**src/rtl/hack_vga_pixel.sv**
```systemverilog
// hack_vga_pixel
//   Pixel generation stage behind the VGA sync generator. Places the
//   512x256 monochrome Hack screen inside the 640x480 active area,
//   fetches one 16-bit screen word every 16 pixels and serializes it
//   (bit 0 = leftmost pixel) into 12-bit RGB. Sync signals are delayed
//   to stay aligned with the colour output (3-cycle latency).
//
// Ports
//   pixel_clk            pixel clock
//   reset_n              asynchronous active-low reset
//   in_hsync, in_vsync   syncs from the sync generator
//   in_video_on          active-area flag from the sync generator
//   x_addr, y_addr       display coordinates (valid when in_video_on)
//   ram_addr, ram_rd     screen RAM word address / read strobe
//   ram_rdata            screen RAM data, one cycle after ram_addr/ram_rd
//   vga_hsync, vga_vsync syncs delayed by 3 cycles
//   vga_r, vga_g, vga_b  pixel colour
module hack_vga_pixel #(
    parameter int          X_OFF   = 64,
    parameter int          Y_OFF   = 112,
    parameter logic [11:0] PIX_ON  = 12'h000,
    parameter logic [11:0] PIX_OFF = 12'hFFF,
    parameter logic [11:0] BORDER  = 12'h222
) (
    input  logic        pixel_clk,
    input  logic        reset_n,
    input  logic        in_hsync,
    input  logic        in_vsync,
    input  logic        in_video_on,
    input  logic [9:0]  x_addr,
    input  logic [9:0]  y_addr,
    output logic [12:0] ram_addr,
    output logic        ram_rd,
    input  logic [15:0] ram_rdata,
    output logic        vga_hsync,
    output logic        vga_vsync,
    output logic [3:0]  vga_r,
    output logic [3:0]  vga_g,
    output logic [3:0]  vga_b
);

    localparam logic signed [11:0] X_OFF_S = 12'(X_OFF);
    localparam logic signed [11:0] Y_OFF_S = 12'(Y_OFF);

    function automatic logic [11:0] colour_sel(input logic vld, input logic win,
                                               input logic pix);
        if (!vld)
            return 12'h000;
        if (!win)
            return BORDER;
        return pix ? PIX_ON : PIX_OFF;
    endfunction

    // ---- stage 0: window test on the raw inputs ----
    logic signed [11:0] dx_p0;
    logic signed [11:0] dy_p0;
    logic               win_p0;
    logic               ws_p0;
    logic [8:0]         hx_p0;
    logic [7:0]         hy_p0;

    assign dx_p0  = $signed({2'b00, x_addr}) - X_OFF_S;
    assign dy_p0  = $signed({2'b00, y_addr}) - Y_OFF_S;
    assign win_p0 = in_video_on
                    && (dx_p0 >= 12'sd0) && (dx_p0 < 12'sd512)
                    && (dy_p0 >= 12'sd0) && (dy_p0 < 12'sd256);
    assign hx_p0  = dx_p0[8:0];
    assign hy_p0  = dy_p0[7:0];
    assign ws_p0  = win_p0 && (hx_p0[3:0] == 4'd0);

    // ---- stage 1: word fetch ----
    logic vld_p1, win_p1, ws_p1, hs_p1, vs_p1;

    always_ff @(posedge pixel_clk or negedge reset_n) begin
        if (!reset_n) begin
            vld_p1   <= 1'b0;
            win_p1   <= 1'b0;
            ws_p1    <= 1'b0;
            hs_p1    <= 1'b0;
            vs_p1    <= 1'b0;
            ram_addr <= 13'd0;
            ram_rd   <= 1'b0;
        end else begin
            vld_p1 <= in_video_on;
            win_p1 <= win_p0;
            ws_p1  <= ws_p0;
            hs_p1  <= in_hsync;
            vs_p1  <= in_vsync;
            ram_rd <= ws_p0;
            if (ws_p0)
                ram_addr <= {hy_p0, hx_p0[8:4]};
        end
    end

    // ---- stage 2: RAM data arrives, serialize ----
    logic        vld_p2, win_p2, ws_p2, hs_p2, vs_p2;
    logic [15:0] shift_reg;
    logic        pix_p2;

    // A word start always takes its pixel straight from the RAM, so the
    // shifter never has to be primed and stale bits never reach the screen.
    assign pix_p2 = ws_p2 ? ram_rdata[0] : shift_reg[0];

    always_ff @(posedge pixel_clk or negedge reset_n) begin
        if (!reset_n) begin
            vld_p2    <= 1'b0;
            win_p2    <= 1'b0;
            ws_p2     <= 1'b0;
            hs_p2     <= 1'b0;
            vs_p2     <= 1'b0;
            shift_reg <= 16'd0;
        end else begin
            vld_p2 <= vld_p1;
            win_p2 <= win_p1;
            ws_p2  <= ws_p1;
            hs_p2  <= hs_p1;
            vs_p2  <= vs_p1;
            if (win_p2)
                shift_reg <= ws_p2 ? {1'b0, ram_rdata[15:1]} : {1'b0, shift_reg[15:1]};
        end
    end

    // ---- stage 3: colour select, registered outputs ----
    logic [11:0] rgb_p3;

    always_ff @(posedge pixel_clk or negedge reset_n) begin
        if (!reset_n) begin
            rgb_p3    <= 12'h000;
            vga_hsync <= 1'b0;
            vga_vsync <= 1'b0;
        end else begin
            rgb_p3    <= colour_sel(vld_p2, win_p2, pix_p2);
            vga_hsync <= hs_p2;
            vga_vsync <= vs_p2;
        end
    end

    assign vga_r = rgb_p3[11:8];
    assign vga_g = rgb_p3[7:4];
    assign vga_b = rgb_p3[3:0];

endmodule

```
**config.mk**
```make
export PLATFORM = sky130hd
export DESIGN_NAME = hack_vga_pixel
export DESIGN_NICKNAME = d
export VERILOG_FILES = /design/src/rtl/hack_vga_pixel.sv
export SDC_FILE = /design/constraint.sdc
export NUM_CORES = 1
export LEC_CHECK = 0
export CAP_MARGIN = 40
export CORE_AREA = 2 2 69 78
export CTS_BUF_LIST = sky130_fd_sc_hd__clkbuf_16
export DETAILED_ROUTE_END_ITERATION = 7
export DIE_AREA = 0 0 71 80
export PLACE_DENSITY = 0.82
export SLEW_MARGIN = 10
export SYNTH_ARGS = -nofsm -noshare
export SYNTH_HDL_FRONTEND = slang
export SYNTH_SLANG_ARGS = --single-unit
```
**constraint.sdc**
```tcl
create_clock -name pixel_clk -period 1.25 [get_ports pixel_clk]
set_clock_uncertainty 0.1 [all_clocks]
set_input_delay 0.25 -clock pixel_clk [delete_from_list [all_inputs] [get_ports pixel_clk]]
set_output_delay 0.25 -clock pixel_clk [all_outputs]
set_load 0.05 [all_outputs]
```
# Yosys cells after proc, flatten, opt, wreduce, memory -nomap -nowiden
# Index checks and enable logic that the tools add are counted.
dict set report word_totals {
  reg_bits 53
  latch_bits 0
  mem_bits_rw 0
  mem_bits_ro 0
  inputBits 41
  output_inout_bits 28
  n_memories 0
}
dict set report op_classes {
  n_addsub 2
  mul 0
  n_div 0
  n_lt_le_gt_ge 4
  n_eq_ne 0
  shifts 0
  n_mux 9
  bitwise 0
  n_reduce_logical 6
}
# operator n
set op_table {}
lappend op_table {{12-bit two-way mux} 5}
lappend op_table {{11-bit by 1-bit >= comparator with 1-bit output, second input constant} 2}
lappend op_table {{10-bit by 7-bit subtractor with 11-bit output, second input constant} 2}
lappend op_table {{15-bit two-way mux} 1}
lappend op_table {{11-bit by 10-bit less-than comparator with 1-bit output, second input constant} 1}
lappend op_table {{11-bit less-than comparator, second input constant} 1}
lappend op_table {{1-bit logical AND} 5}
lappend op_table {{4-bit zero test} 1}
lappend op_table {{1-bit two-way mux} 3}

# Longest topological paths before layout
# Gate-level depths: netlist (run 1).
dict set report depth {
  ltp_word 7
  mapped_depth 7
}

# Least setup slack after synthesis (run 1)
# No wires, ideal clock.
dict set report synth_path {
  path_type {input to register}
  from {in x_addr[6]}
  to {reg ram_addr[0]}
  arrival_time_ns 1.443
  required_time_ns 1.025
  slack_ns -0.418
  cell_stages 7
  n_path_buf 1
  path_cell_list {inv_1 > ha_1 > a211oi_1 > o311a_1 > nand3_4 > buf_6 > mux2_4}
}
dict set report synth_via {
  elab_chain_len 7
  word_cells_on_any_way 8
  classes_between {add/sub (1); order compare (2); reduce/logical (5)}
}
# item line_no
set synth_rtl {}
lappend synth_rtl {{start, declared} 30} ;# input logic [9:0] x_addr,
lappend synth_rtl {{10-bit by 7-bit subtractor with 11-bit output *} 62} ;# assign dx_p0 = $signed({2'b00, x_addr}) - X_OFF_S;
lappend synth_rtl {{11-bit by 1-bit >= comparator with 1-bit output} 65} ;# && (dx_p0 >= 12'sd0) && (dx_p0 < 12'sd512)
lappend synth_rtl {{1-bit logical AND} 65}
lappend synth_rtl {{1-bit logical AND *} 65}
lappend synth_rtl {{1-bit logical AND * (2 in series)} 66} ;# && (dy_p0 >= 12'sd0) && (dy_p0 < 12'sd256);
lappend synth_rtl {{1-bit logical AND *} 69} ;# assign ws_p0 = win_p0 && (hx_p0[3:0] == 4'd0);
lappend synth_rtl {{end signal, assigned} 91} ;# ram_addr <= {hy_p0, hx_p0[8:4]};
lappend synth_rtl {{end, declared} 32} ;# output logic [12:0] ram_addr,
# Every way passes the cells marked *; elsewhere a longest branch is shown, timed or not.
# A chain may end at the register's enable or synchronous reset.

# Worst setup path in the final report (run 1)
dict set report layout_path {
  from {in x_addr[7]}
  to {reg ram_addr[10]}
}
# Same word-level chain as after synthesis.

==> results of run 1 <==
## report_power, final
part	leakage [nW]	internal, W	switching [W]
Combinational	0.916	0.000462	0.000388
Sequential	0.482	0.00148	0.0000930
Clock	0.0864	0.000926	0.000469
Total	1.48	0.00287	0.000950
## through the flow
step	std cells	hold WS [ps]	util [%]	worst slack [ps]	cell area, um2
final	287	164.8	67.10	-174.3	3287
after floorplan	146	-145.6	-	-338.9	1904
after CTS	286	148.6	66.56	-191.3	3261
after global placement	272	134.8	60.26	-1017	2952
after global routing	287	172.9	67.10	-200.6	3287
after detailed placement	272	140.7	60.26	-1085	2952
## critical path, delay by kind of cell
| family | cells | cell delay, ps |
|---|---|---|
| AOI/OAI and AO/OA | 2 | 450 |
| muxes | 1 | 320 |
| buffers and inverters | 2 | 160 |
| and+or+nand+nor | 1 | 150 |
| adders and majority gates | 1 | 140 |
## final cells by class
class / count / area share (%)
Multi-Input combinational cell: 82 / 23.79
Clock inverter: 3 / 1.142
Clock buffer: 5 / 3.807
Timing Repair Buffer: 90 / 35.52
Tap cell: 58 / 2.208
Sequential cell: 42 / 32.13
Inverter: 7 / 1.408
## cells by family after synthesis
logic type	Yosys count	share of synthesized area, %
xor+xnor	4	1.901
simple gates	25	6.926
buf+inv	23	7.264
fa+ha+maj	3	2.037
mux	28	17.38
compound gates	21	7.468
flops	42	57.03
## Yosys cell counts, drive strengths merged
master	number	share of area [%]
dfrtp	42	57
mux2i	17	9.2
a21oi	14	3.8
nor2	14	2.9
buf	13	5.2
mux2	11	8.1
inv	7	1.4
nand3	4	1.8
xor2	4	1.9
clkbuf	3	0.61
ha	3	2.0
o21ai	3	0.81
nand2	2	0.41
a211oi	1	0.41
and2	1	0.41
and3	1	0.34
nor2b	1	0.34
nor4	1	0.34
nor4b	1	0.48
o21a	1	0.41
o311a	1	0.54
o32ai	1	1.5
## cell usage in the layout, fill, tap and decap left out, drive strengths merged, types with 2 or more instances in the layout
master	n
mux2i	17
xor2	4
clkdlybuf4s15	3
a21oi	14
clkdlybuf4s50	24
nor2	14
buf	56
nand2	2
nand3	5
dfrtp	42
o21ai	3
clkbuf	7
ha	3
inv	9
mux2	11
dlygate4sd2	3
## metal layers
metal	track usage (%)	vias up	part of all wire [%]
met5	0	-	0
met3	4.924	2	5.6
met2	25.79	45	54
li1	-	657	-
met1	17.37	657	40
met4	4.528	0	0.37
## worst max path at each step
stage | to | cells past startpoint | slack [ps]
5_1_grt | ram_addr[5]$_DFFE_PN0P_ | 6 | -200
3_5_place_dp | ram_addr[0]$_DFFE_PN0P_ | 7 | -1080
4_1_cts | ram_addr[0]$_DFFE_PN0P_ | 6 | -190
3_3_place_gp | ram_addr[5]$_DFFE_PN0P_ | 7 | -1020
2_1_floorplan | ram_addr[0]$_DFFE_PN0P_ | 7 | -340
6_report | ram_addr[10]$_DFFE_PN0P_ | 7 | -170
## timing repair
action                                 4_1_cts  5_1_grt
resized for setup                           67       10
pin swaps                                    8        7
endpoints found under the hold margin       42        0
hold buffers                                 1        0
cloned                                       1        0
setup endpoints to repair                   27       26
setup buffers                                4        1
==> impl_metrics.yaml, run 1 <==
sta:
  period_needed_ps: 1424
  finalSetupTns_ps: -3409
  final-setup-viol-count: 25
  fmax_mhz: 702.1
  tightest_slew_ps: 346.3
  setup_ws_ps: -174.3
  rsz0062_at_grt: "true"
  relSlewSlack_pct: 76.91
  drv_slew: 0
  finalHoldViolCount: 0
  timing.final.crit_share_pct: 113.9
synthesis:
  seq_area_frac_synth_pct: 57.03
  synthesis.nets: 190
  avgSynthCellArea_um2: 12.62
  synth_cell_types: 26
  ys_ff_latch: 42
  syn_area_um2: 1843
  ys.warnings.count: 0
  synthCells: 146
detailed_routing:
  drt_first_pass_iters: 3
  vias: 1361
  drc: 0
  via_per_inst: 4.742
  antenna_left: 0
  drtIter0Drc: 56
  routedWlPerCell_um: 13.99
  finalWirelength_mm: 4.014
critical_path:
  cp_data_required_time_ps: 1310
  reg2regPathDepth: 3
  rr_startpoint: "ws_p2$_DFF_PN0_"
  cpPeakStageDelay_ps: 410
  reg2reg_slack_ps: 150
  critPathMaxFanout: 7
  crit_path_cell_trace: "buf_8 > inv_12 > ha_4 > a211oi_4 > o311a_4 > nand3_4 > mux2_4"
  critPathLaunchType: "input port"
  r2r-end: "shift_reg[1]$_DFFE_PN0P_"
  setup.worst_path.class: "input port to register"
  arrival_ps: 1480
  crit_start: "x_addr[7]"
  critPathSlowestCell: "o311a_4"
  critPathCaptureType: "register"
cts:
  clock_latency_ps: 270
  numCtsBuffers: 5
  root_buffer: "clkbuf_16"
  cts_sinks: 42
  clk_path_buf_depth: 2
  h-tree-depth: 2
  cts.reportedPaths.clkPinSlew_ps: 60
  cts_tree: "yes"
final_layout:
  diodes: 0
  drive_above_1_share_pct: 41.05
  ff_latch_area_um2: 1056
  area_growth_pct: 78.34
  multiInputGateArea_um2: 782.0
  fillCellCount: 342
  nets: 272
  largest_reg_flops: 15
placed_design:
  portBuffers: 68
  gp_congestion: 0.7458
  place_hpwl_mm: 2.719
outcome:
  status: "finished, violations left"
  failed_checks: "negative setup slack"
hold_path:
  hold_path_depth: 3
  hp-class: "input port to register"
  min-delay-start: "y_addr[4]"
  min_to: "ram_addr[9]$_DFFE_PN0P_"
floorplan:
  core_region_area_um2: 4898
  die_height_um: 80
  die_area_um2: 5680
  fp.dieW_um: 71
  initial_core_util_pct: 37.62
  io_pins: 69
  row_count: 27
power_and_ir_drop:
  design_power_total_w: 0.003819
  peakVddDrop_uv: 787.4
  powerDensity_nw_per_um2: 1162
  p_leak_nw: 1.484
grt:
  grt_pass1_wl_mm: 6.541
  grt_overflow: 0
  antenna_found_initial: 0
  grt_pass1_vias: 1387
  grt_max_degree: 43
  gr-usage-all-layers_pct: 14.86
run:
  maxCapViolCount: 0
(Power assumes the default switching activity.)
==> run 2, diff against run 1 <==
--- a/config.mk
+++ b/config.mk
@@ -10,6 +10,7 @@
 export CTS_BUF_LIST = sky130_fd_sc_hd__clkbuf_16
 export DETAILED_ROUTE_END_ITERATION = 7
 export DIE_AREA = 0 0 71 80
+export GPL_TIMING_DRIVEN = 0
 export PLACE_DENSITY = 0.82
 export SLEW_MARGIN = 10
 export SYNTH_ARGS = -nofsm -noshare
==> run 2 against run 1 <==
The flow still finishes with violations (negative setup slack). Via count up 1.9%. Die area unchanged. Setup slack worse by 140 ps. Wire length up 4.0%. Critical path type unchanged.
==> impl_metrics.yaml, run 2 (same netlist as run 1, synthesis figures left out) <==
critical_path:
  critPathLaunchType: "input port"
  critPathCaptureType: "register"
  cpPeakStageDelay_ps: 290
  setup.worst_path.class: "input port to register"
  arrival_ps: 1620
  crit_path_cell_trace: "buf_12 > inv_12 > ha_4 > a211oi_2 > o311a_1 > nand3_4 > buf_12 > buf_12 > mux2_4"
  cp_data_required_time_ps: 1310
  critPathSlowestCell: "mux2_4"
  critPathMaxFanout: 5
  crit_path_frequent_cell: "buf_12"
floorplan:
  initial_core_util_pct: 37.62
  io_pins: 69
  die_height_um: 80
  row_count: 27
  core_region_area_um2: 4898
  fp.dieW_um: 71
  die_area_um2: 5680
detailed_routing:
  vias: 1387
  routedWlPerCell_um: 13.87
  drtIter0Drc: 55
  antenna_left: 0
  via_per_inst: 4.608
  finalWirelength_mm: 4.175
  drc: 0
  drt_first_pass_iters: 4
sta:
  tightest_slew_ps: 405.9
  rsz0062_at_grt: "true"
  relSlewSlack_pct: 72.94
  fmax_mhz: 640.1
  worst_hold_slack_ps: 17.19
  finalHoldViolCount: 0
  drv_slew: 0
  final-setup-viol-count: 24
  period_needed_ps: 1562
  timing.final.crit_share_pct: 125.0
  setup_ws_ps: -312.3
power_and_ir_drop:
  p_clk_share_pct: 38.8
  p_int_w: 0.002743
  p_leak_nw: 1.511
  switching_share_pct: 25.71
  peakVddDrop_uv: 716.3
  combPwrFrac_pct: 19.3
  powerDensity_nw_per_um2: 1161
  p_seq_share_pct: 41.9
  power_switching_w: 0.0009493
cts:
  numCtsBuffers: 5
  root_buffer: "clkbuf_16"
  clk_path_buf_depth: 2
  cts_sinks: 42
  cts_tree: "yes"
  h-tree-depth: 2
  cts.reportedPaths.clkPinSlew_ps: 60
  clock_latency_ps: 280
hold_path:
  hp-class: "input port to register"
grt:
  antenna_found_initial: 0
  grt_overflow: 0
  gr-usage-all-layers_pct: 15.22
  grt_pass1_wl_mm: 6.672
  grt_pass1_vias: 1442
  grt_max_degree: 28
final_layout:
  diodes: 0
  nets: 286
  area_growth_pct: 72.57
  largest_reg_flops: 15
  final_cell_mix: "40 x dfrtp_1, 24 x clkdlybuf4s50_1, 22 x buf_6"
  drive_above_1_share_pct: 45.27
  utilization_pct: 64.93
  fillCellCount: 373
  final_common_cell: "dfrtp_1"
placed_design:
  place_worst_setup_slack_ps: -1115
  portBuffers: 68
  place_hpwl_mm: 2.782
  gp_congestion: 0.7604
run:
  maxCapViolCount: 0
outcome:
  status: "finished, violations left"
  failed_checks: "negative setup slack"
-- run 2: repair_timing --
item | 4_1_cts | 5_1_grt
setup endpoints to repair | 52 | 51
buffers inserted | 11 | 9
hold buffers | 1 | 0
hold endpoints to repair | 15 | 0
pin swaps | 6 | 7
resized for setup | 225 | 61
cloned | 1 | 0
-- run 2: worst max-delay path, delay by kind of cell --
family,cells,cell delay (ps)
buf+inv,4,400
mux,1,290
compound gates,2,420
fa+ha+maj,1,150
simple gates,1,110
-- run 2: metal layers --
metal / share of wire (%) / routed length, um / global-route usage (%)
met4: 1.2 / 51 / 5.283
met2: 53 / 2218 / 26.17
met1: 40 / 1651 / 17.97
met5: 0 / 0 / 0
met3: 6.1 / 254 / 4.672
-- run 2: through the flow --
stage	std cells	power [W]	TNS (ps)	instance area (um2)
6_report	301	0.003693	-5129	3181
5_1_grt	301	0.003857	-5791	3181
4_1_cts	294	0.003675	-5928	2990
3_5_place_dp	273	0.002253	-23890	2673
3_3_place_gp	272	0.002230	-76490	2658
2_1_floorplan	146	0.001927	-3676	1904
-- run 2: area by class of cell --
| cell class | instances | area [um2] | share of cell area, % |
|---|---|---|---|
| plain buffers | 15 | 167.7 | 5.271 |
| clock buffers | 5 | 125.1 | 3.934 |
| clock inverters | 3 | 41.29 | 1.298 |
| inverters | 7 | 46.29 | 1.456 |
| multi-input cells | 81 | 745.7 | 23.45 |
| flip-flops and latches | 42 | 1054 | 33.12 |
| well taps | 58 | 72.57 | 2.282 |
| repair buffers | 90 | 928.4 | 29.19 |
-- run 2: worst paths after layout --
| check | start | endpoint | slack, ps | cells past startpoint |
|---|---|---|---|---|
| min in group asynchronous | reset_n | ram_addr[0]$_DFFE_PN0P_ | 330 | 2 |
| setup / recovery | x_addr[7] | ram_addr[1]$_DFFE_PN0P_ | -310 | 9 |
| max in group asynchronous | reset_n | rgb_p3[9]$_DFF_PN0_ | 230 | 3 |
| hold reg to reg | win_p1$_DFF_PN0_ | win_p2$_DFF_PN0_ | 240 | 0 |
| hold / removal | in_video_on | vld_p1$_DFF_PN0_ | 20 | 1 |
| setup reg to reg | ws_p2$_DFF_PN0_ | rgb_p3[10]$_DFF_PN0_ | 80 | 4 |
-- run 2: power groups by stage --
stage,combinational [W],sequential (W),clock (W)
after floorplan,0.000212,0.00172,0
after global placement,0.000670,0.00156,0
after global routing,0.000765,0.00156,0.00153
after detailed placement,0.000689,0.00156,0
after CTS,0.000672,0.00154,0.00146
final,0.000711,0.00155,0.00143
